File: src/rtl/ball_track_ctrl_pkg.sv
//------------------------------------------------------------------------------
// Module   : ball_track_ctrl_pkg
// Brief    : Shared geometry, pixel-format and FSM encoding for ball tracking.
// Revision : 1.0 - initial release
//------------------------------------------------------------------------------
`default_nettype none

package ball_track_ctrl_pkg;

  localparam int IMG_COLS = 80;
  localparam int IMG_ROWS = 60;
  localparam int RED_BIT  = 11;
  localparam int CNT_W    = 6;
  localparam int COL_W    = 7;
  localparam int ROW_W    = 6;
  localparam logic [CNT_W-1:0] CNT_MAX = 6'd63;

  typedef enum logic [2:0] {
    ST_IDLE   = 3'd0,
    ST_SCAN   = 3'd1,
    ST_DRAIN  = 3'd2,
    ST_SEARCH = 3'd3,
    ST_REPORT = 3'd4
  } state_e;

  // One LED per band of ten columns, leftmost band on the MSB.
  function automatic logic [7:0] octant_leds(input logic [COL_W-1:0] col);
    logic [7:0] l;
    l = 8'h80 >> (col / 7'd10);
    return l;
  endfunction

endpackage

`default_nettype wire

File: src/rtl/ball_track_ctrl_col_hist.sv
//------------------------------------------------------------------------------
// Module   : col_hist
// Brief    : Per-column saturating red-pixel counters with read/clear port.
// Revision : 1.0 - initial release
//------------------------------------------------------------------------------
`default_nettype none

module col_hist
  import ball_track_ctrl_pkg::*;
#(
  parameter int C_COLS = IMG_COLS
) (
  input  logic             clk,
  input  logic             rst,
  input  logic             inc_en_i,
  input  logic [COL_W-1:0] inc_col_i,
  input  logic             clr_en_i,
  input  logic [COL_W-1:0] rd_col_i,
  output logic [CNT_W-1:0] rd_cnt_o
);

  logic [CNT_W-1:0] cnt_q [C_COLS];

  for (genvar i = 0; i < C_COLS; i++) begin : g_col
    localparam logic [COL_W-1:0] COL_IDX = COL_W'(i);
    always_ff @(posedge clk or negedge rst) begin
      if (!rst) begin
        cnt_q[i] <= '0;
      end else if (clr_en_i && rd_col_i == COL_IDX) begin
        cnt_q[i] <= '0;
      end else if (inc_en_i && inc_col_i == COL_IDX && cnt_q[i] != CNT_MAX) begin
        cnt_q[i] <= cnt_q[i] + 1'b1;
      end
    end
  end

  always_comb begin
    rd_cnt_o = '0;
    for (int k = 0; k < C_COLS; k++) begin
      if (rd_col_i == COL_W'(k)) rd_cnt_o = cnt_q[k];
    end
  end

endmodule

`default_nettype wire

File: src/rtl/ball_track_ctrl.sv
//------------------------------------------------------------------------------
// Module   : ball_track_ctrl
// Brief    : Scans a frame, red-filters it and reports the reddest column.
// Revision : 1.0 - initial release
//------------------------------------------------------------------------------
`default_nettype none

module ball_track_ctrl
  import ball_track_ctrl_pkg::*;
#(
  parameter int C_IMG_COLS    = IMG_COLS,
  parameter int C_IMG_ROWS    = IMG_ROWS,
  parameter int C_NB_IMG_PXLS = 13,
  parameter int C_NB_BUF      = 12,
  parameter int C_MIN_PXLS    = 4
) (
  input  logic                     clk,
  input  logic                     rst,
  input  logic                     frame_done,
  output logic [C_NB_IMG_PXLS-1:0] orig_addr,
  input  logic [C_NB_BUF-1:0]      orig_pxl,
  output logic                     proc_we,
  output logic [C_NB_IMG_PXLS-1:0] proc_addr,
  output logic [C_NB_BUF-1:0]      proc_pxl,
  output logic                     busy,
  output logic                     result_valid,
  output logic                     ball_found,
  output logic [6:0]               ball_col,
  output logic [7:0]               leds,
  output logic                     frame_ovf
);

  localparam logic [C_NB_IMG_PXLS-1:0] LAST_ADDR = C_NB_IMG_PXLS'(C_IMG_COLS*C_IMG_ROWS-1);
  localparam logic [COL_W-1:0]         LAST_COL  = COL_W'(C_IMG_COLS-1);
  localparam logic [ROW_W-1:0]         LAST_ROW  = ROW_W'(C_IMG_ROWS-1);
  localparam logic [CNT_W-1:0]         MIN_CNT   = CNT_W'(C_MIN_PXLS);

  state_e                     state_q;
  logic                       pending_q, ovf_q;
  logic [C_NB_IMG_PXLS-1:0]   addr_q, proc_addr_q;
  logic [COL_W-1:0]           col_q, pix_col_q, srch_col_q, max_col_q, ball_col_q;
  logic [ROW_W-1:0]           row_q;
  logic                       rd_valid_q;
  logic [CNT_W-1:0]           max_cnt_q;
  logic                       result_valid_q, ball_found_q;
  logic [7:0]                 leds_q;

  logic                       w_red_hit;
  logic [CNT_W-1:0]           w_hist_cnt;

  // Pixel data lags the address by one cycle, so the returned pixel is valid while rd_valid_q.
  assign w_red_hit = rd_valid_q && orig_pxl[RED_BIT];

  col_hist #(.C_COLS(C_IMG_COLS)) u_col_hist (
    .clk       (clk),
    .rst       (rst),
    .inc_en_i  (w_red_hit),
    .inc_col_i (pix_col_q),
    .clr_en_i  (state_q == ST_SEARCH),
    .rd_col_i  (srch_col_q),
    .rd_cnt_o  (w_hist_cnt)
  );

  always_ff @(posedge clk or negedge rst) begin
    if (!rst) begin
      state_q        <= ST_IDLE;
      pending_q      <= 1'b0;
      ovf_q          <= 1'b0;
      addr_q         <= '0;
      col_q          <= '0;
      row_q          <= '0;
      rd_valid_q     <= 1'b0;
      pix_col_q      <= '0;
      proc_addr_q    <= '0;
      srch_col_q     <= '0;
      max_cnt_q      <= '0;
      max_col_q      <= '0;
      result_valid_q <= 1'b0;
      ball_found_q   <= 1'b0;
      ball_col_q     <= '0;
      leds_q         <= '0;
    end else begin
      result_valid_q <= 1'b0;
      rd_valid_q     <= 1'b0;
      if (frame_done && state_q != ST_IDLE) begin
        if (!pending_q) pending_q <= 1'b1;
        else            ovf_q     <= 1'b1;
      end
      case (state_q)
        ST_IDLE: begin
          if (frame_done || pending_q) begin
            pending_q <= 1'b0;
            addr_q    <= '0;
            col_q     <= '0;
            row_q     <= '0;
            state_q   <= ST_SCAN;
          end
        end
        ST_SCAN: begin
          rd_valid_q  <= 1'b1;
          proc_addr_q <= addr_q;
          pix_col_q   <= col_q;
          if (addr_q == LAST_ADDR) begin
            addr_q  <= '0;
            col_q   <= '0;
            row_q   <= '0;
            state_q <= ST_DRAIN;
          end else begin
            addr_q <= addr_q + 1'b1;
            if (col_q == LAST_COL) begin
              col_q <= '0;
              row_q <= (row_q == LAST_ROW) ? '0 : row_q + 1'b1;
            end else begin
              col_q <= col_q + 1'b1;
            end
          end
        end
        ST_DRAIN: begin
          srch_col_q <= '0;
          max_cnt_q  <= '0;
          max_col_q  <= '0;
          state_q    <= ST_SEARCH;
        end
        ST_SEARCH: begin
          // Strict compare keeps the lowest column on ties.
          if (w_hist_cnt > max_cnt_q) begin
            max_cnt_q <= w_hist_cnt;
            max_col_q <= srch_col_q;
          end
          if (srch_col_q == LAST_COL) state_q    <= ST_REPORT;
          else                        srch_col_q <= srch_col_q + 1'b1;
        end
        ST_REPORT: begin
          result_valid_q <= 1'b1;
          ball_col_q     <= max_col_q;
          ball_found_q   <= (max_cnt_q >= MIN_CNT);
          leds_q         <= (max_cnt_q >= MIN_CNT) ? octant_leds(max_col_q) : 8'h00;
          state_q        <= ST_IDLE;
        end
        default: state_q <= ST_IDLE;
      endcase
    end
  end

  assign orig_addr    = addr_q;
  assign proc_we      = rd_valid_q;
  assign proc_addr    = proc_addr_q;
  assign proc_pxl     = w_red_hit ? orig_pxl : '0;
  assign busy         = (state_q != ST_IDLE);
  assign result_valid = result_valid_q;
  assign ball_found   = ball_found_q;
  assign ball_col     = ball_col_q;
  assign leds         = leds_q;
  assign frame_ovf    = ovf_q;

endmodule

`default_nettype wire

File: config.mk
export PLATFORM = sky130hd
export DESIGN_NAME = ball_track_ctrl
export DESIGN_NICKNAME = d
export VERILOG_FILES = /design/src/rtl/ball_track_ctrl_pkg.sv /design/src/rtl/ball_track_ctrl_col_hist.sv /design/src/rtl/ball_track_ctrl.sv
export SDC_FILE = /design/constraint.sdc
export NUM_CORES = 2
export LEC_CHECK = 0
export ABC_AREA = 1
export CAP_MARGIN = 20
export CORE_MARGIN = 2
export CORE_UTILIZATION = 63
export CTS_CLUSTER_DIAMETER = 80
export DETAILED_ROUTE_END_ITERATION = 12
export PLACE_DENSITY = 0.78
export RECOVER_POWER = 100
export SYNTH_ARGS = -nofsm -noshare
export SYNTH_HDL_FRONTEND = slang
export SYNTH_SLANG_ARGS = --single-unit
export TNS_END_PERCENT = 100
File: constraint.sdc
create_clock -name clk -period 6.95 [get_ports clk]
set_input_delay 1.39 -clock clk [delete_from_list [all_inputs] [get_ports clk]]
set_output_delay 1.39 -clock clk [all_outputs]
set_load 0.02 [all_outputs]
-- After elaboration in Yosys (flattened, before gate mapping)
Cells that the tools add are included.
- bits in registers: 563
- output and inout bits: 58
- logic and storage cells: 1029
- add/sub/neg operators: 83
- divide/modulo/power cells: 1
- magnitude comparators: 2
- eq/ne operators: 249
- shifts and indexed selects: 1
- multiplexer cells: 264
- reductions and logical operators: 334
- operator list (kind ; number):
    two-way mux 6 bit ; 241
    adder 6 x 1 -> 6 bit, second input constant ; 80
    != test 6 bit, second input constant ; 80
    == test 7 x 6 -> 1 bit, second input constant ; 64
    logical AND 1 bit ; 242
    == test 7 bit, second input constant ; 33
    == test 7 x 5 -> 1 bit, second input constant ; 32
    nonzero test 2 bit ; 82
    == test 7 x 4 -> 1 bit, second input constant ; 16
    == test 7 x 3 -> 1 bit, second input constant ; 8
    case mux 7 bit (2 select lines) ; 3
    two-way mux 7 bit ; 5
    == test 7 x 2 -> 1 bit, second input constant ; 4
    two-way mux 13 bit ; 2
    case mux 13 bit (2 select lines) ; 1
    adder 7 x 1 -> 7 bit, second input constant ; 2
    == test 7 x 1 -> 1 bit, second input constant ; 2
    logical NOT 7 bit ; 2
    adder 13 x 1 -> 13 bit, second input constant ; 1
    == test 13 bit, second input constant ; 1
    two-way mux 12 bit ; 1
    case mux 3 bit (4 select lines) ; 1
    case mux 6 bit (2 select lines) ; 1
    != test 2 bit, second input constant ; 5
    15 further kinds ; 25

-- Depth between registers and ports, before layout
- depth in word-level cells: 84
- depth in mapped cells: 96

-- Hierarchy
A second synthesis with hierarchy kept.
- cell total of the unflattened synthesis: 4620
- area, all modules: 33400.8 sq um
- by module, submodules not included (module ; instances ; cells an instance ; area an instance (sq um) ; sequential area each (sq um)):
    col_hist ; 1 ; 4165 ; 29419.5 ; 12011.5
    ball_track_ctrl ; 1 ; 455 ; 3981.3 ; 2077.0

-- Worst setup path before layout
OpenSTA, ideal clock, no wires.
- kind: register -> register
- start point: register srch_col_q[0]
- end point: register max_col_q[0]
- arrival: 6.182 ns
- required time: 6.867 ns
- slack: 0.685 ns
- cell stages (with the launch flop): 95
- period minus slack after synthesis: 6.265 ns
- cell sequence: dfrtp_1 -> inv_1 -> ha_1 -> nand3_2 -> nor2_2 -> inv_2 -> o21ai_1 -> a21oi_1 -> o21ai_1 -> nand2_1 -> nand2_1 -> nand2_1 -> o21ai_1 -> nand2_1 -> nand2_1 -> nand2_1 -> nand2_1 -> nand2_1 -> [... 59 more ...] -> nand2_1 -> nand2_1 -> nand2_1 -> nand2_1 -> nand2_1 -> nand2_1 -> nand2_1 -> a21boi_1 -> ha_1 -> nand2_1 -> inv_1 -> nand3_1 -> o221ai_1 -> nand2_1 -> inv_1 -> nor2_1 -> inv_1 -> o22ai_1
- cells in the longest elaborated chain, start to end: 84
- elaborated cells on any way between the ends: 165
- those cells by class: order compare: 1; eq/ne: 80; mux: 82; reduce/logical: 2
- ends and longest elaborated chain (what ; line ; text):
    from (decl) ; ball_track_ctrl.sv:41 ; logic [COL_W-1:0] col_q, pix_col_q, srch_col_q, max_col_q, ball_col_q;
    from (signal assigned) ; ball_track_ctrl.sv:131 ; else srch_col_q <= srch_col_q + 1'b1;
    logical NOT 7 bit ; ball_track_ctrl_col_hist.sv:40 ; if (rd_col_i == COL_W'(k)) rd_cnt_o = cnt_q[k];
    two-way mux 6 bit (80 in a row) ; ball_track_ctrl_col_hist.sv:40 ;
    > comparator 6 bit ; ball_track_ctrl.sv:126 ; if (w_hist_cnt > max_cnt_q) begin
    != test 2 bit (no line) ; - ;
    AND reduction 2 bit (no line) ; - ;
    to (signal assigned) ; ball_track_ctrl.sv:128 ; max_col_q <= srch_col_q;
    to (decl) ; ball_track_ctrl.sv:41 ;
Parallel ways exist; a longest one is shown, timed or not. The select of a mux whose other input is x is not followed.
A chain may end at the register's enable or synchronous reset.

-- Worst setup path in the final report
- start point: register srch_col_q[0]
- end point: register max_cnt_q[2]
- cells in the longest elaborated chain, start to end: 84
- elaborated cells on any way between the ends: 165
- those cells by class: order compare: 1; eq/ne: 80; mux: 82; reduce/logical: 2
- ends and longest elaborated chain (what ; line ; text):
    logical NOT 7 bit ; ball_track_ctrl_col_hist.sv:40 ;
    two-way mux 6 bit (79 in a row) ; ball_track_ctrl_col_hist.sv:40 ;
    two-way mux 6 bit (*) ; ball_track_ctrl_col_hist.sv:40 ;
    > comparator 6 bit ; ball_track_ctrl.sv:126 ;
    != test 2 bit (no line) ; - ;
    AND reduction 2 bit (no line) ; - ;
    to (signal assigned) ; ball_track_ctrl.sv:127 ; max_cnt_q <= w_hist_cnt;
    to (decl) ; ball_track_ctrl.sv:44 ; logic [CNT_W-1:0] max_cnt_q;
Every way passes the cells marked *; elsewhere a longest branch is shown, timed or not. The select of a mux whose other input is x is not followed.

==> qor.yml <==
floorplanning:
  pin_count: 73
  core_area_sq_mm: 0.05371
  rows: 85
  initial_core_util_pct: 63.62
  chipHeight_microns: 236.9
  dieArea_sq_mm: 0.05611
  die-width_microns: 236.9
logic_synthesis:
  synth_seq_cells: 563
  syn_area_per_cell_sq_um: 7.048
  synth-edff-count: 0
  synth-simple-area-share_pct: 26.44
  syn_nets: 4955
  synth_compound_area_share_pct: 17.52
  synthXorXnorAreaFrac_pct: 1.077
  synth_cells: 4848
  synthMuxAreaShare_pct: 0
  synth_top_family_by_area: "simple AND/OR/NAND/NOR gates"
  syn_area_sq_mm: 0.03417
  synth_flop_cell: "dfrtp_1"
  async_reset_ff_share_pct: 100.0
  ys_warn_count: 0
  synth_seq_area_share_pct: 41.23
  synthAdderAreaFrac_pct: 3.369
  yosysUniqueCellTypes: 58
cts:
  cts_max_level: 2
  clockBufferDepth: 3
  holdBufCountCts: 0
  cts-root-buf: "clkbuf_16"
  path_clk_slew_ns: 0.06
  cts_inserted_buffers: 61
  tritoncts: "yes"
  clkSinkCount: 563
  clk_latency_ns: 0.66
drt:
  antenna_left: 0
  routed_wl_mm: 98.01
  wire_per_inst_microns: 16.86
  via_per_inst: 5.788
  vias: 33640
  drtPass1Iterations: 6
  drc: 0
  drt_iter0_drc: 3275
grt:
  use_met1_pct: 47.17
  grt_use_total_pct: 35.03
  grt_pass1_vias: 31480
  antenna_found_initial: 1
  grt_max_degree: 130
  grt_first_pass_wirelength_mm: 158.8
  overflow: 0
  grt_util_met2_pct: 54.42
  grt_util_met3_pct: 6.936
  busiest_layer: "met2"
sta:
  worstMarginPinSlew_ns: 3.893
  fmax_ghz: 0.1316
  slew_violations: 574
  hold_viol_final: 0
  clock_skew_ns: 0.02922
  finalSetupViolations: 13
  finalWorstSetupSlack_ns: -0.6483
  max_slew_margin_pct: -159.5
  grt_setup_unrepaired: "true"
  period_needed_ns: 7.598
  fin_crit_sh_pct: 109.3
run:
  cap_violations: 6
worst_hold_path:
  hp-start: "u_col_hist.cnt_q[209]$_DFFE_PN0P_"
  worstHoldPathType: "reg2reg"
final_layout:
  fin_area_sq_mm: 0.03911
  fin_nets: 5172
  post-route-util_pct: 72.83
  post_route_cells_drive_above_1_share_pct: 7.370
  area_delta_synth_final_pct: 14.47
worst_setup_path:
  startpoint: "srch_col_q[0]$_DFFE_PN0P_"
  critical_path_class: "reg2reg"
  cp_max_fo: 7
  critPathLaunchType: "register"
  timing.rr.start: "srch_col_q[0]$_DFFE_PN0P_"
  cp.arrival_ns: 8.14
  r2r-end: "max_cnt_q[2]$_DFFE_PN0P_"
  regToRegSetupSlack_ns: -0.65
  reg2regPathDepth: 94
  max_stage_delay_ns: 0.45
  crit_end: "max_cnt_q[2]$_DFFE_PN0P_"
  worstSetupEndpointType: "register"
  worstPathRequired_ns: 7.49
  crit_path_frequent_cell: "nand2_1"
  cp_slowest_cell: "dfrtp_2"
power:
  p_per_area_mw_per_mm2: 298.7
  max-vdd-ir-drop_v: 0.0003120
  p_leak_nw: 18.23
placed_design:
  placed_area_sq_mm: 0.03655
  portBuffers: 72
  routabilityCongestion: 0.9421
  hpwl_mm: 70.49
run_status:
  status: "finished with violations"
  violations: "max-capacitance violations, max-slew violations, negative setup slack"
cells in the final DEF (no fill, tap or decap), types with 6 or more instances in the layout:
master	n
nor4_1	38
nor2_4	9
buf_4	139
a221oi_1	17
xor2_1	37
o311ai_0	7
nand2_2	34
nor3b_1	36
nand4_1	33
nand3_2	10
nand2_1	984
o22ai_1	24
clkinv_2	14
nand3_1	293
o221a_2	6
bufinv_16	8
and3_1	11
a31oi_1	13
a21oi_1	519
o21a_1	15
a211oi_1	15
a21oi_2	6
nor2_1	417
o31ai_1	13
clkbuf_8	16
inv_1	836
o21ai_0	436
clkdlybuf4s50_1	70
dfrtp_1	561
clkbuf_1	11
o211ai_1	11
buf_6	11
nor3_1	212
clkbuf_16	61
inv_2	15
ha_1	88
logic make-up after synthesis:
family                   after synthesis
AND/OR/NAND/NOR                     2103
adder cells (fa/ha/maj)               92
XOR/XNOR                              42
AO/OA/AOI/OAI                       1116
flip-flops                           563
buffers and inverters                932
worst min-delay path by stage:
stage                                         to  depth (start not counted)
6_report       u_col_hist.cnt_q[209]$_DFFE_PN0P_                          1
5_1_grt        u_col_hist.cnt_q[209]$_DFFE_PN0P_                          1
4_1_cts        u_col_hist.cnt_q[209]$_DFFE_PN0P_                          1
3_5_place_dp   u_col_hist.cnt_q[209]$_DFFE_PN0P_                          1
3_3_place_gp   u_col_hist.cnt_q[209]$_DFFE_PN0P_                          1
2_1_floorplan  u_col_hist.cnt_q[209]$_DFFE_PN0P_                          1
Yosys cell counts, types with 15 or more instances:
cell type	n	area, sq um
o21ai_0	437	2187
nor3b_1	36	270.3
a211oi_1	15	112.6
dfrtp_1	563	14090
nand2_1	1017	3817
o22ai_1	26	162.7
inv_1	842	3161
nor3_1	215	1076
nor4_1	39	244.0
nand4_1	33	206.5
xor2_1	37	324.1
nand3_1	302	1511
clkbuf_1	49	183.9
a221oi_1	17	148.9
ha_1	92	1151
nor2_1	420	1577
o21a_1	15	112.6
a21oi_1	525	2628
buf_2	17	85.08
routing by layer:
layer,up-vias,part of all wire (%)
met3,283,8.3
met5,-,0.018
li1,16370,-
met4,2,5.0
met1,15670,43
met2,1315,44
cell type report:
class                   count  area (sq um)
flip-flops and latches    563         14090
repair buffers            230          1958
clock buffers              86          1780
inverters                 856          3221
clock inverters            27         366.6
diodes                      2         5.005
well taps                 696         870.8
multi-input cells        3353         16820
fillers                  4424         14590
registers in the layout, indices dropped and copies added (netlist names):
name	cells
srch_col_q	7
ball_found	1
max_cnt_q	6
result_valid	1
u_col_hist.cnt_q	480
frame_ovf	1
ball_col	7
state_q	3
orig_addr	13
pending_q	1
proc_addr	13
pix_col_q	7
max_col_q	7
proc_we	1
leds	8
col_q	7
stage by stage:
step	cells	power [mW]	setup WS (ns)	setup TNS, ns	hold slack [ns]
2_1_floorplan	4848	6.179	0.6850	0	0.4329
3_3_place_gp	5676	7.795	-0.6547	-8.427	0.4459
3_5_place_dp	5676	7.855	-0.7435	-9.409	0.4557
4_1_cts	5800	11.49	-0.6193	-7.541	0.4639
5_1_grt	5811	12.34	-1.450	-18.57	0.4888
6_report	5813	11.68	-0.6483	-8.162	0.4643
timing repair:
action / in CTS / in global routing
setup endpoints to repair: 13 / 13
setup buffers: 12 / 11
gates resized for setup: 45 / 49
pin swaps: 26 / 23
where the power goes:
part           switching (mW)  total, mW  leakage [nW]  internal, mW
combinational            2.87       4.33          9.74          1.46
sequential              0.287       3.86          7.43          3.58
clock                    1.42       3.49          1.06          2.07
total                    4.57       11.7          18.2          7.11
critical path: cells and delay by family (launching register included):
kind	cells	cell delay [ns]
AO/OA/AOI/OAI	4	0.44
adder cells (fa/ha/maj)	2	0.51
buffers and inverters	8	0.99
flip-flops	1	0.45
AND/OR/NAND/NOR	80	5.05
(Power assumes the default switching activity.)
